[src/rtl/mdio_responder.sv]
// MDIO Clause 22 management responder: decodes MDC/MDIO frames against a 32 x 16 register file
// and a small Clause 45 MMD store reached indirectly through registers 13/14.
module mdio_responder #(
    parameter logic [4:0]  PHY_ADDR     = 5'd0,
    parameter logic [4:0]  MMD_DEV      = 5'd2,
    parameter int unsigned PREAMBLE_MIN = 32
) (
    input  logic        clock,
    input  logic        reset_n,
    input  logic        mdc,
    input  logic        mdio_in,
    output logic        mdio_out,
    output logic        mdio_oe,
    input  logic [1:0]  speed_in,
    input  logic        duplex_in,
    output logic        wr_strobe,
    output logic        wr_mmd,
    output logic [4:0]  wr_addr,
    output logic [15:0] wr_data,
    output logic        frame_err
);
    localparam int               CNT_W    = $clog2(PREAMBLE_MIN + 1);
    localparam logic [CNT_W-1:0] PRE_FULL = CNT_W'(PREAMBLE_MIN);

    typedef enum logic [2:0] {ST_PRE, ST_HDR, ST_SKIP, ST_TA, ST_DATA} state_t;

    genvar gi;

    logic [1:0]       mdc_sync_reg, mdio_sync_reg;
    logic             mdc_dly_reg;
    logic             mdc_rise, mdio_bit;

    state_t           state_reg, state_next;
    logic [CNT_W-1:0] pre_cnt_reg, pre_cnt_next;
    logic [4:0]       bit_cnt_reg, bit_cnt_next;
    logic [12:0]      hdr_reg, hdr_next;
    logic [15:0]      data_sh_reg, data_sh_next;
    logic             is_read_reg, is_read_next;
    logic [4:0]       regad_reg, regad_next;
    logic             mdio_out_reg, mdio_out_next;
    logic             mdio_oe_reg, mdio_oe_next;
    logic             frame_err_reg, frame_err_next;
    logic             wr_strobe_reg, wr_mmd_reg;
    logic [4:0]       wr_addr_reg;
    logic [15:0]      wr_data_reg;
    logic [15:0]      mmd_ptr_reg;

    logic [13:0]      hdr_full;
    logic [1:0]       hdr_st, hdr_op;
    logic [4:0]       hdr_phy, hdr_regad;
    logic [15:0]      rd_mux;
    logic             wr_commit;
    logic [15:0]      wr_value;
    logic [1:0]       mmd_func;
    logic             mmd_ok;
    logic             dir_we, ptr_we, mmd_we;

    logic [15:0]      regs [32];
    logic [15:0]      mmd  [16];

    // Two-flop synchronizers; decoding runs only on detected MDC rising edges.
    always_ff @(posedge clock) begin
        if (!reset_n) begin
            mdc_sync_reg  <= 2'b00;
            mdio_sync_reg <= 2'b00;
            mdc_dly_reg   <= 1'b0;
        end else begin
            mdc_sync_reg  <= {mdc_sync_reg[0], mdc};
            mdio_sync_reg <= {mdio_sync_reg[0], mdio_in};
            mdc_dly_reg   <= mdc_sync_reg[1];
        end
    end

    assign mdc_rise = mdc_sync_reg[1] & ~mdc_dly_reg;
    assign mdio_bit = mdio_sync_reg[1];

    // The preamble-terminating 0 sits implicitly in hdr_full[13] (hdr_reg starts cleared).
    assign hdr_full  = {hdr_reg, mdio_bit};
    assign hdr_st    = hdr_full[13:12];
    assign hdr_op    = hdr_full[11:10];
    assign hdr_phy   = hdr_full[9:5];
    assign hdr_regad = hdr_full[4:0];

    assign mmd_func = regs[13][15:14];
    assign mmd_ok   = (regs[13][4:0] == MMD_DEV) && (mmd_ptr_reg[15:4] == 12'h000);

    always_comb begin
        rd_mux = regs[hdr_regad];
        if (hdr_regad == 5'd31) begin
            rd_mux = {9'b0, speed_in, 1'b0, duplex_in, 3'b0};
        end else if (hdr_regad == 5'd14) begin
            if (mmd_func == 2'b00) begin
                rd_mux = mmd_ptr_reg;
            end else if (mmd_ok) begin
                rd_mux = mmd[mmd_ptr_reg[3:0]];
            end else begin
                rd_mux = 16'h0000;
            end
        end
    end

    always_comb begin
        state_next     = state_reg;
        pre_cnt_next   = pre_cnt_reg;
        bit_cnt_next   = bit_cnt_reg;
        hdr_next       = hdr_reg;
        data_sh_next   = data_sh_reg;
        is_read_next   = is_read_reg;
        regad_next     = regad_reg;
        mdio_out_next  = mdio_out_reg;
        mdio_oe_next   = mdio_oe_reg;
        frame_err_next = 1'b0;
        wr_commit      = 1'b0;
        wr_value       = {data_sh_reg[14:0], mdio_bit};
        if (mdc_rise) begin
            case (state_reg)
                ST_PRE: begin
                    if (mdio_bit) begin
                        if (pre_cnt_reg != PRE_FULL) begin
                            pre_cnt_next = pre_cnt_reg + 1'b1;
                        end
                    end else if (pre_cnt_reg == PRE_FULL) begin
                        state_next   = ST_HDR;
                        pre_cnt_next = '0;
                        bit_cnt_next = 5'd0;
                        hdr_next     = 13'd0;
                    end else begin
                        pre_cnt_next = '0;
                    end
                end
                ST_HDR: begin
                    hdr_next     = {hdr_reg[11:0], mdio_bit};
                    bit_cnt_next = bit_cnt_reg + 5'd1;
                    if (bit_cnt_reg == 5'd12) begin
                        bit_cnt_next = 5'd0;
                        regad_next   = hdr_regad;
                        is_read_next = (hdr_op == 2'b10);
                        if (hdr_st != 2'b01 || (hdr_op != 2'b10 && hdr_op != 2'b01)) begin
                            frame_err_next = 1'b1;
                            state_next     = ST_SKIP;
                        end else if (hdr_phy != PHY_ADDR) begin
                            state_next = ST_SKIP;
                        end else begin
                            state_next   = ST_TA;
                            data_sh_next = rd_mux;
                        end
                    end
                end
                ST_SKIP: begin
                    bit_cnt_next = bit_cnt_reg + 5'd1;
                    if (bit_cnt_reg == 5'd17) begin
                        state_next   = ST_PRE;
                        pre_cnt_next = '0;
                        bit_cnt_next = 5'd0;
                    end
                end
                ST_TA: begin
                    bit_cnt_next = bit_cnt_reg + 5'd1;
                    if (bit_cnt_reg == 5'd0) begin
                        if (is_read_reg) begin
                            mdio_oe_next  = 1'b1;
                            mdio_out_next = 1'b0;
                        end
                    end else begin
                        bit_cnt_next = 5'd0;
                        state_next   = ST_DATA;
                        if (is_read_reg) begin
                            mdio_out_next = data_sh_reg[15];
                            data_sh_next  = {data_sh_reg[14:0], 1'b0};
                        end
                    end
                end
                ST_DATA: begin
                    bit_cnt_next = bit_cnt_reg + 5'd1;
                    data_sh_next = wr_value;
                    if (is_read_reg) begin
                        mdio_out_next = data_sh_reg[15];
                    end
                    if (bit_cnt_reg == 5'd15) begin
                        state_next    = ST_PRE;
                        pre_cnt_next  = '0;
                        bit_cnt_next  = 5'd0;
                        mdio_oe_next  = 1'b0;
                        mdio_out_next = 1'b0;
                        wr_commit     = ~is_read_reg;
                    end
                end
                default: state_next = ST_PRE;
            endcase
        end
    end

    // Reg 31 is read-only; reg 14 either loads the pointer or forwards to the MMD store.
    assign dir_we = wr_commit && (regad_reg != 5'd14) && (regad_reg != 5'd31);
    assign ptr_we = wr_commit && (regad_reg == 5'd14) && (mmd_func == 2'b00);
    assign mmd_we = wr_commit && (regad_reg == 5'd14) && (mmd_func != 2'b00) && mmd_ok;

    always_ff @(posedge clock) begin
        if (!reset_n) begin
            state_reg     <= ST_PRE;
            pre_cnt_reg   <= '0;
            bit_cnt_reg   <= 5'd0;
            hdr_reg       <= 13'd0;
            data_sh_reg   <= 16'h0000;
            is_read_reg   <= 1'b0;
            regad_reg     <= 5'd0;
            mdio_out_reg  <= 1'b0;
            mdio_oe_reg   <= 1'b0;
            frame_err_reg <= 1'b0;
            wr_strobe_reg <= 1'b0;
            wr_mmd_reg    <= 1'b0;
            wr_addr_reg   <= 5'd0;
            wr_data_reg   <= 16'h0000;
            mmd_ptr_reg   <= 16'h0000;
        end else begin
            state_reg     <= state_next;
            pre_cnt_reg   <= pre_cnt_next;
            bit_cnt_reg   <= bit_cnt_next;
            hdr_reg       <= hdr_next;
            data_sh_reg   <= data_sh_next;
            is_read_reg   <= is_read_next;
            regad_reg     <= regad_next;
            mdio_out_reg  <= mdio_out_next;
            mdio_oe_reg   <= mdio_oe_next;
            frame_err_reg <= frame_err_next;
            wr_strobe_reg <= dir_we | ptr_we | mmd_we;
            if (dir_we || ptr_we || mmd_we) begin
                wr_mmd_reg  <= mmd_we;
                wr_addr_reg <= mmd_we ? mmd_ptr_reg[4:0] : regad_reg;
                wr_data_reg <= wr_value;
            end
            if (ptr_we) begin
                mmd_ptr_reg <= wr_value;
            end
        end
    end

    generate
        for (gi = 0; gi < 32; gi++) begin : g_reg
            if (gi == 14 || gi == 31) begin : g_virtual
                assign regs[gi] = 16'h0000;
            end else begin : g_store
                localparam logic [15:0] RST_VAL = (gi == 0) ? 16'h1140 :
                                                  (gi == 9) ? 16'h0200 : 16'h0000;
                // Reg 0 bit 15 is a self-clearing reset request, so it never sticks.
                localparam logic [15:0] WR_MASK = (gi == 0) ? 16'h7FFF : 16'hFFFF;
                logic [15:0] q_reg;
                always_ff @(posedge clock) begin
                    if (!reset_n) begin
                        q_reg <= RST_VAL;
                    end else if (dir_we && regad_reg == 5'(gi)) begin
                        q_reg <= wr_value & WR_MASK;
                    end
                end
                assign regs[gi] = q_reg;
            end
        end

        for (gi = 0; gi < 16; gi++) begin : g_mmd
            localparam logic [15:0] MMD_RST = (gi == 4)             ? 16'h0070 :
                                              (gi == 5 || gi == 6)  ? 16'h7777 :
                                              (gi == 8)             ? 16'h03EF : 16'h0000;
            logic [15:0] q_reg;
            always_ff @(posedge clock) begin
                if (!reset_n) begin
                    q_reg <= MMD_RST;
                end else if (mmd_we && mmd_ptr_reg[3:0] == 4'(gi)) begin
                    q_reg <= wr_value;
                end
            end
            assign mmd[gi] = q_reg;
        end
    endgenerate

    assign mdio_out  = mdio_out_reg;
    assign mdio_oe   = mdio_oe_reg;
    assign wr_strobe = wr_strobe_reg;
    assign wr_mmd    = wr_mmd_reg;
    assign wr_addr   = wr_addr_reg;
    assign wr_data   = wr_data_reg;
    assign frame_err = frame_err_reg;

endmodule
[config.mk]
export PLATFORM = sky130hd
export DESIGN_NAME = mdio_responder
export DESIGN_NICKNAME = d
export VERILOG_FILES = /design/src/rtl/mdio_responder.sv
export SDC_FILE = /design/constraint.sdc
export NUM_CORES = 2
export LEC_CHECK = 0
export CAP_MARGIN = 20
export CORE_ASPECT_RATIO = 1.25
export CORE_MARGIN = 2
export CORE_UTILIZATION = 42
export DETAILED_ROUTE_END_ITERATION = 12
export DONT_BUFFER_PORTS = 1
export PLACE_DENSITY_LB_ADDON = 0.3
export SETUP_SLACK_MARGIN = 0.4
export SKIP_LAST_GASP = 1
export SYNTH_ARGS = -nofsm -noshare
export SYNTH_HDL_FRONTEND = slang
export SYNTH_SLANG_ARGS = --single-unit
[constraint.sdc]
create_clock -name clock -period 5.5 [get_ports clock]
set_input_delay 1.1 -clock clock [delete_from_list [all_inputs] [get_ports clock]]
set_output_delay 1.1 -clock clock [all_outputs]
set_load 0.02 [all_outputs]
; ---- Word level (Yosys, flattened, before mapping)
; Index checks and enable logic that the tools add are counted.
; W data, S select, Z words.
[word_totals]
register_bits = 831
in_bits = 7
output_inout_bits = 26
elab_cells = 283
[classes]
add_sub_neg = 2
magnitude_cmp = 2
n_eq_ne = 75
n_mux = 54
bitwise = 7
reduce_logical = 79
[op_table]
columns = cell, n
row1 = $mux W16, 13
row2 = $eq A5 B5 Y1 const B, 17
row3 = $bmux W16 S5, 1
row4 = $bmux W16 S4, 1
row5 = $eq A5 B4 Y1 const B, 11
row6 = $logic_and A1 B1 Y1, 54
row7 = $pmux W16 S3, 1
row8 = $mux W5, 7
row9 = $eq A4 B4 Y1 const B, 8
row10 = $mux W13, 2
row11 = $pmux W13 S2, 1
row12 = $pmux W5 S5, 1
row13 = $mux W6, 4
row14 = $ne A2 B2 Y1 const B, 11
row15 = $eq A5 B3 Y1 const B, 4
row16 = $mux W3, 6
row17 = $pmux W6 S3, 1
row18 = $eq A4 B3 Y1 const B, 4
row19 = $eq A5 B2 Y1 const B, 3
row20 = $pmux W3 S5, 1
row21 = $reduce_and A7 Y1, 2
row22 = $mux W1, 13
row23 = $logic_not A12 Y1, 1
row24 = $reduce_and A4 Y1, 3
row25 = other kinds (33), 49

; ---- Longest topological paths before layout
[logic_depth]
ltp_word = 12
ltp_mapped = 11
ltp_nobuf = 9

; ---- Least setup slack after synthesis
; No wires, ideal clock.
[synth_timing]
path_type = flip-flop to flip-flop
from = reg bit_cnt_reg[0]
to = reg g_reg[22].g_store.q_reg[6]
setup_ns = 0.070
arrival_time_ns = 2.449
required_ns = 5.430
setup_slack_ns = 2.980
path_stages_with_launch = 11
path_buffers = 2
period_less_slack_ns = 2.520
cell_sequence = dfxtp_1 ha_1 and3_1 ha_1 nand4b_1 buf_2 or3b_2 nor3_2 buf_2 nand2_1 a21oi_1
[synth_between]
elab_chain_len = 7
[synth_rtl]
columns = item, line_no
row1 = "start, declared", 35  ; logic [4:0] bit_cnt_reg, bit_cnt_next;
row2 = "start signal, assigned", 218  ; bit_cnt_reg <= bit_cnt_next;
row3 = $eq A5 B4 Y1, 179  ; if (bit_cnt_reg == 5'd15) begin
row4 = $mux W1, 179
row5 = $mux W1, 116  ; case (state_reg)
row6 = $mux W1, 115  ; if (mdc_rise) begin
row7 = $logic_and A1 B1 Y1 (2 in a row), 194  ; assign dir_we = wr_commit && (regad_reg != 5'd14) && (regad_reg != 5'd31);
row8 = $logic_and A1 B1 Y1, 251  ; end else if (dir_we && regad_reg == 5'(gi)) begin
row9 = "end signal, assigned", 252  ; q_reg <= wr_value & WR_MASK;
row10 = "end, declared", 247  ; logic [15:0] q_reg;
; Every way passes these cells.
; A chain may end at the register's enable or synchronous reset.

; ---- Final worst setup path
[layout_timing]
from = reg bit_cnt_reg[0]
to = reg g_mmd[2].q_reg[7]
[layout_between]
elab_chain_len = 8
[layout_rtl]
columns = item, line_no
row1 = $eq A5 B4 Y1, 179
row2 = $mux W1, 179
row3 = $mux W1, 116
row4 = $mux W1, 115
row5 = $logic_and A1 B1 Y1 (3 in a row), 196  ; assign mmd_we = wr_commit && (regad_reg == 5'd14) && (mmd_func != 2'b00) && mmd_ok;
row6 = $logic_and A1 B1 Y1, 267  ; end else if (mmd_we && mmd_ptr_reg[3:0] == 4'(gi)) begin
row7 = "end signal, assigned", 268  ; q_reg <= wr_value;
row8 = "end, declared", 263  ; logic [15:0] q_reg;
; Every way passes these cells.

==> results.md <==
* Status: finished, final reports clean
* Avg Inst Size Synth at 8.82 µm²
* Max-Cap Viols at 0
* Fmax at 235 MHz
* CP peak stage delay at 0.74 ns
* Number of I/O port buffers at 0
* Post-route ant nets at 0
* Hpwl dp at 68000 µm
* Setup crit start: bit_cnt_reg[0]
* Core Rows at 120
* Final Hold Slack at 0.434 ns
* Primary FF master, synth: dfxtp_1
* RSZ-0062 raised after global routing: no
* Crit Reg-Reg Startpoint: bit_cnt_reg[0]
* H-tree depth at 3
* I/O Pins at 33
* Core area at 85300 µm²
* CP required at 5.99 ns
* Min Tclk post-route at 4.25 ns
* GRT Overall Usage at 0.249
* Crit path kind: reg -> reg
* Hold buffers post-CTS at 0
* Num CTS Buffers at 83
* Die area at 88100 µm²
* R2R Setup Slk at 1.25 ns
* Cell area after synthesis at 36000 µm²
* Net count of the mapped netlist at 4094
* #FFs+latches synth at 831
* PwrDens at 305 nW/µm²
* Total number of vias at 29500
* Fin cells at 4984
* Ys Warns at 0
* Clock slew at reported path FFs at 0.06 ns
* Period utilization at 0.772
* Crit. End Element: flip-flop
* Cells after Synth at 4079
* Startpoint types: flip-flop
* Slew @ Worst Pin at 1.13 ns
* Initial antenna violation count at 1
* Final hold vios at 0
* Chip width at 266 µm
* Hold path cells at 1
* CP max FO at 41
* Crit-path slowest cell: nand4b_1
* Largest net degree at the start of global routing at 322
* Post-synth EDFFs at 0
* Number of global-route vias before repair at 28000
* Die height at 331 µm
* Total setup buffers inserted after CTS at 0
* # nets final at 3836
* Layout Skew at 0.0284 ns
* Clock Tree Buf Depth at 3
* Fin. max-slew vios at 0
* DP Area at 36400 µm²
* Slew headroom at 0.228
* Leakage at 13.5 nW
* WL/cell at 22.3 µm
* CTS Sinks at 831
* First-pass DRT Iterations at 6
* Skew-Pair Late Insertion Delay at 0.65 ns
* Hold Path End: mdio_sync_reg[1]
* P&R area growth vs syn at 8.96%
* Ys async rst share at 0
* Critical path arrival at 4.74 ns
* Worst vdd ir at 253 µV
* Sequential element share of the synthesized area at 0.462
* Final setup fails at 0
* Wire length of the first global-routing pass at 173000 µm
* Root buffer cell: clkbuf_16
* Min-delay src: mdio_sync_reg[0]
* Remaining global-route overflow at 0
* CP Cell Sequence: ha_1, and3_1, ha_1, nand4b_1, nor4_4, buf_4, nand4_1, buf_4, nand3_1, o21ai_0
* Vias per cell at 5.92
* Placer Congestion at 0.909
* Post-cts sizing count at 0
* Fin area at 39200 µm²
* Placed cells at 4834
* Layout cells sized above 1 at 0.110
* Initial core utilization at 0.422
* Hold WC Path Type: reg -> reg
* Iteration-0 DRC Markers at 2931
* Layout Utilization at 0.460
* Worst r2r dst: g_mmd[2].q_reg[7]
* Routed wire length at 111000 µm
* DRC violations left at 0
* Cells on worst reg2reg path at 10
* CTS tree: done
* Yosys cell types at 78
* Setup tns final at 0 ns
* Largest register FFs at 479
placed cells by master, fill, tap and decap left out, types with 5 or more instances in the layout:
| master | instances |
|---|---|
| dfxtp_2 | 5 |
| inv_1 | 10 |
| o211ai_1 | 18 |
| o22ai_1 | 10 |
| or4_1 | 7 |
| a32oi_1 | 12 |
| mux4_2 | 138 |
| a211oi_1 | 9 |
| dfxtp_1 | 821 |
| clkbuf_16 | 87 |
| and3_1 | 9 |
| nor2_1 | 173 |
| clkinv_2 | 8 |
| and2_1 | 22 |
| and3b_1 | 6 |
| mux2i_1 | 213 |
| a21oi_1 | 427 |
| nand3_1 | 433 |
| nor3b_1 | 7 |
| clkbuf_1 | 21 |
| nor2b_1 | 17 |
| nor4_1 | 10 |
| a221o_1 | 8 |
| a221oi_1 | 32 |
| o21ai_0 | 252 |
| nand2b_1 | 5 |
| dfxtp_4 | 5 |
| nand2_1 | 771 |
| nor3_1 | 15 |
| mux2_2 | 43 |
| nand3b_1 | 5 |
| ha_1 | 8 |
| a22oi_1 | 29 |
| a31oi_1 | 10 |
| buf_12 | 5 |
| buf_4 | 76 |
| nand4_1 | 24 |
| clkbuf_8 | 25 |
cells by family after synthesis:
family	Yosys count	share of synthesized area
and+or+nand+nor	1543	0.191
AOI/OAI and AO/OA	858	0.135
DFF	831	0.462
buffers and inverters	439	0.0490
muxes	394	0.159
adders and majority gates	8	0.00278
xor gates and xnor gates	6	0.00146
how the worst max path moves through the flow:
| stage | end | cells after the start | slack, ns |
|---|---|---|---|
| 6_report | g_mmd[2].q_reg[7] | 10 | 1.25 |
| 5_1_grt | g_mmd[2].q_reg[7] | 10 | 0.93 |
| 4_1_cts | g_reg[2].g_store.q_reg[9] | 8 | 1.31 |
| 3_5_place_dp | g_mmd[2].q_reg[3] | 10 | 1.33 |
| 3_3_place_gp | g_mmd[2].q_reg[4] | 10 | 1.40 |
| 2_1_floorplan | g_reg[22].g_store.q_reg[6] | 10 | 2.98 |
power breakdown:
part           internal [W]  switching [W]
Combinational     0.0000286       0.000102
Clock               0.00337        0.00244
Sequential          0.00602     0.00000673
worst max-delay path, delay by kind of cell, from the launching register on:
family                   cells  cell delay, ns
AND/OR/NAND/NOR              5            2.21
buffers and inverters        2            0.93
adder cells (fa/ha/maj)      2            0.46
flip-flops                   1            0.39
AO/OA/AOI/OAI                1            0.10
synth_stat cells, types with 4 or more instances:
master      n  area (µm²)
mux4_2    138        3110
a221oi_1   32         280
and3b_1     6        52.6
buf_2      65         325
buf_4       5        37.5
a22oi_1    29         218
nand4_1    24         150
and2_1     22         138
a311oi_1    4        35.0
nor2_1    175         657
nor3_1     15        75.1
nand3b_1    5        37.5
nor4_1     10        62.6
xor2_1      4        35.0
a22o_1      4        35.0
a21oi_1   428        2140
nand3_1   433        2170
ha_1        8         100
o21a_1      4        30.0
a221o_1     8        80.1
a32oi_1    12         105
or4_1       7        52.6
mux2i_1   213        2130
buf_1      36         135
o21ai_0   252        1260
and3_1      9        56.3
a211oi_1    9        67.6
dfxtp_1   831       16600
a31oi_1    10        62.6
nor3b_1     9        67.6
and4_1      4        35.0
nand2b_1    5        31.3
mux2_2     43         484
nor2b_1    17         106
o22ai_1    10        62.6
or2_2       4        25.0
clkbuf_1  317        1190
o211ai_1   18         135
nand2_1   771        2890
inv_1      10        37.5
layout make-up:
type	count	area [µm²]
flip-flops and latches	831	16700
multi-input cells	2809	17700
diodes	2	5.00
fillers	8111	46100
repair buffers	82	698
clock inverters	15	163
clock buffers	133	2600
inverters	14	60.1
well taps	1098	1370
per-layer routing:
layer  vias up  wire length [µm]  GRT usage
met4         0              5630      0.121
met5         -                 0          0
met2      1095             52200      0.400
met3       283              8170     0.0456
li1      13800                 -          -
met1     14300             45400      0.321
through the flow:
step                      power (W)  setup WS (ns)
after CTS                    0.0120           1.31
after floorplan             0.00628           2.98
final                        0.0120           1.25
after global routing         0.0123          0.929
after detailed placement    0.00629           1.33
after global placement      0.00629           1.40
No activity file was read; power rests on OpenSTA's default activity.
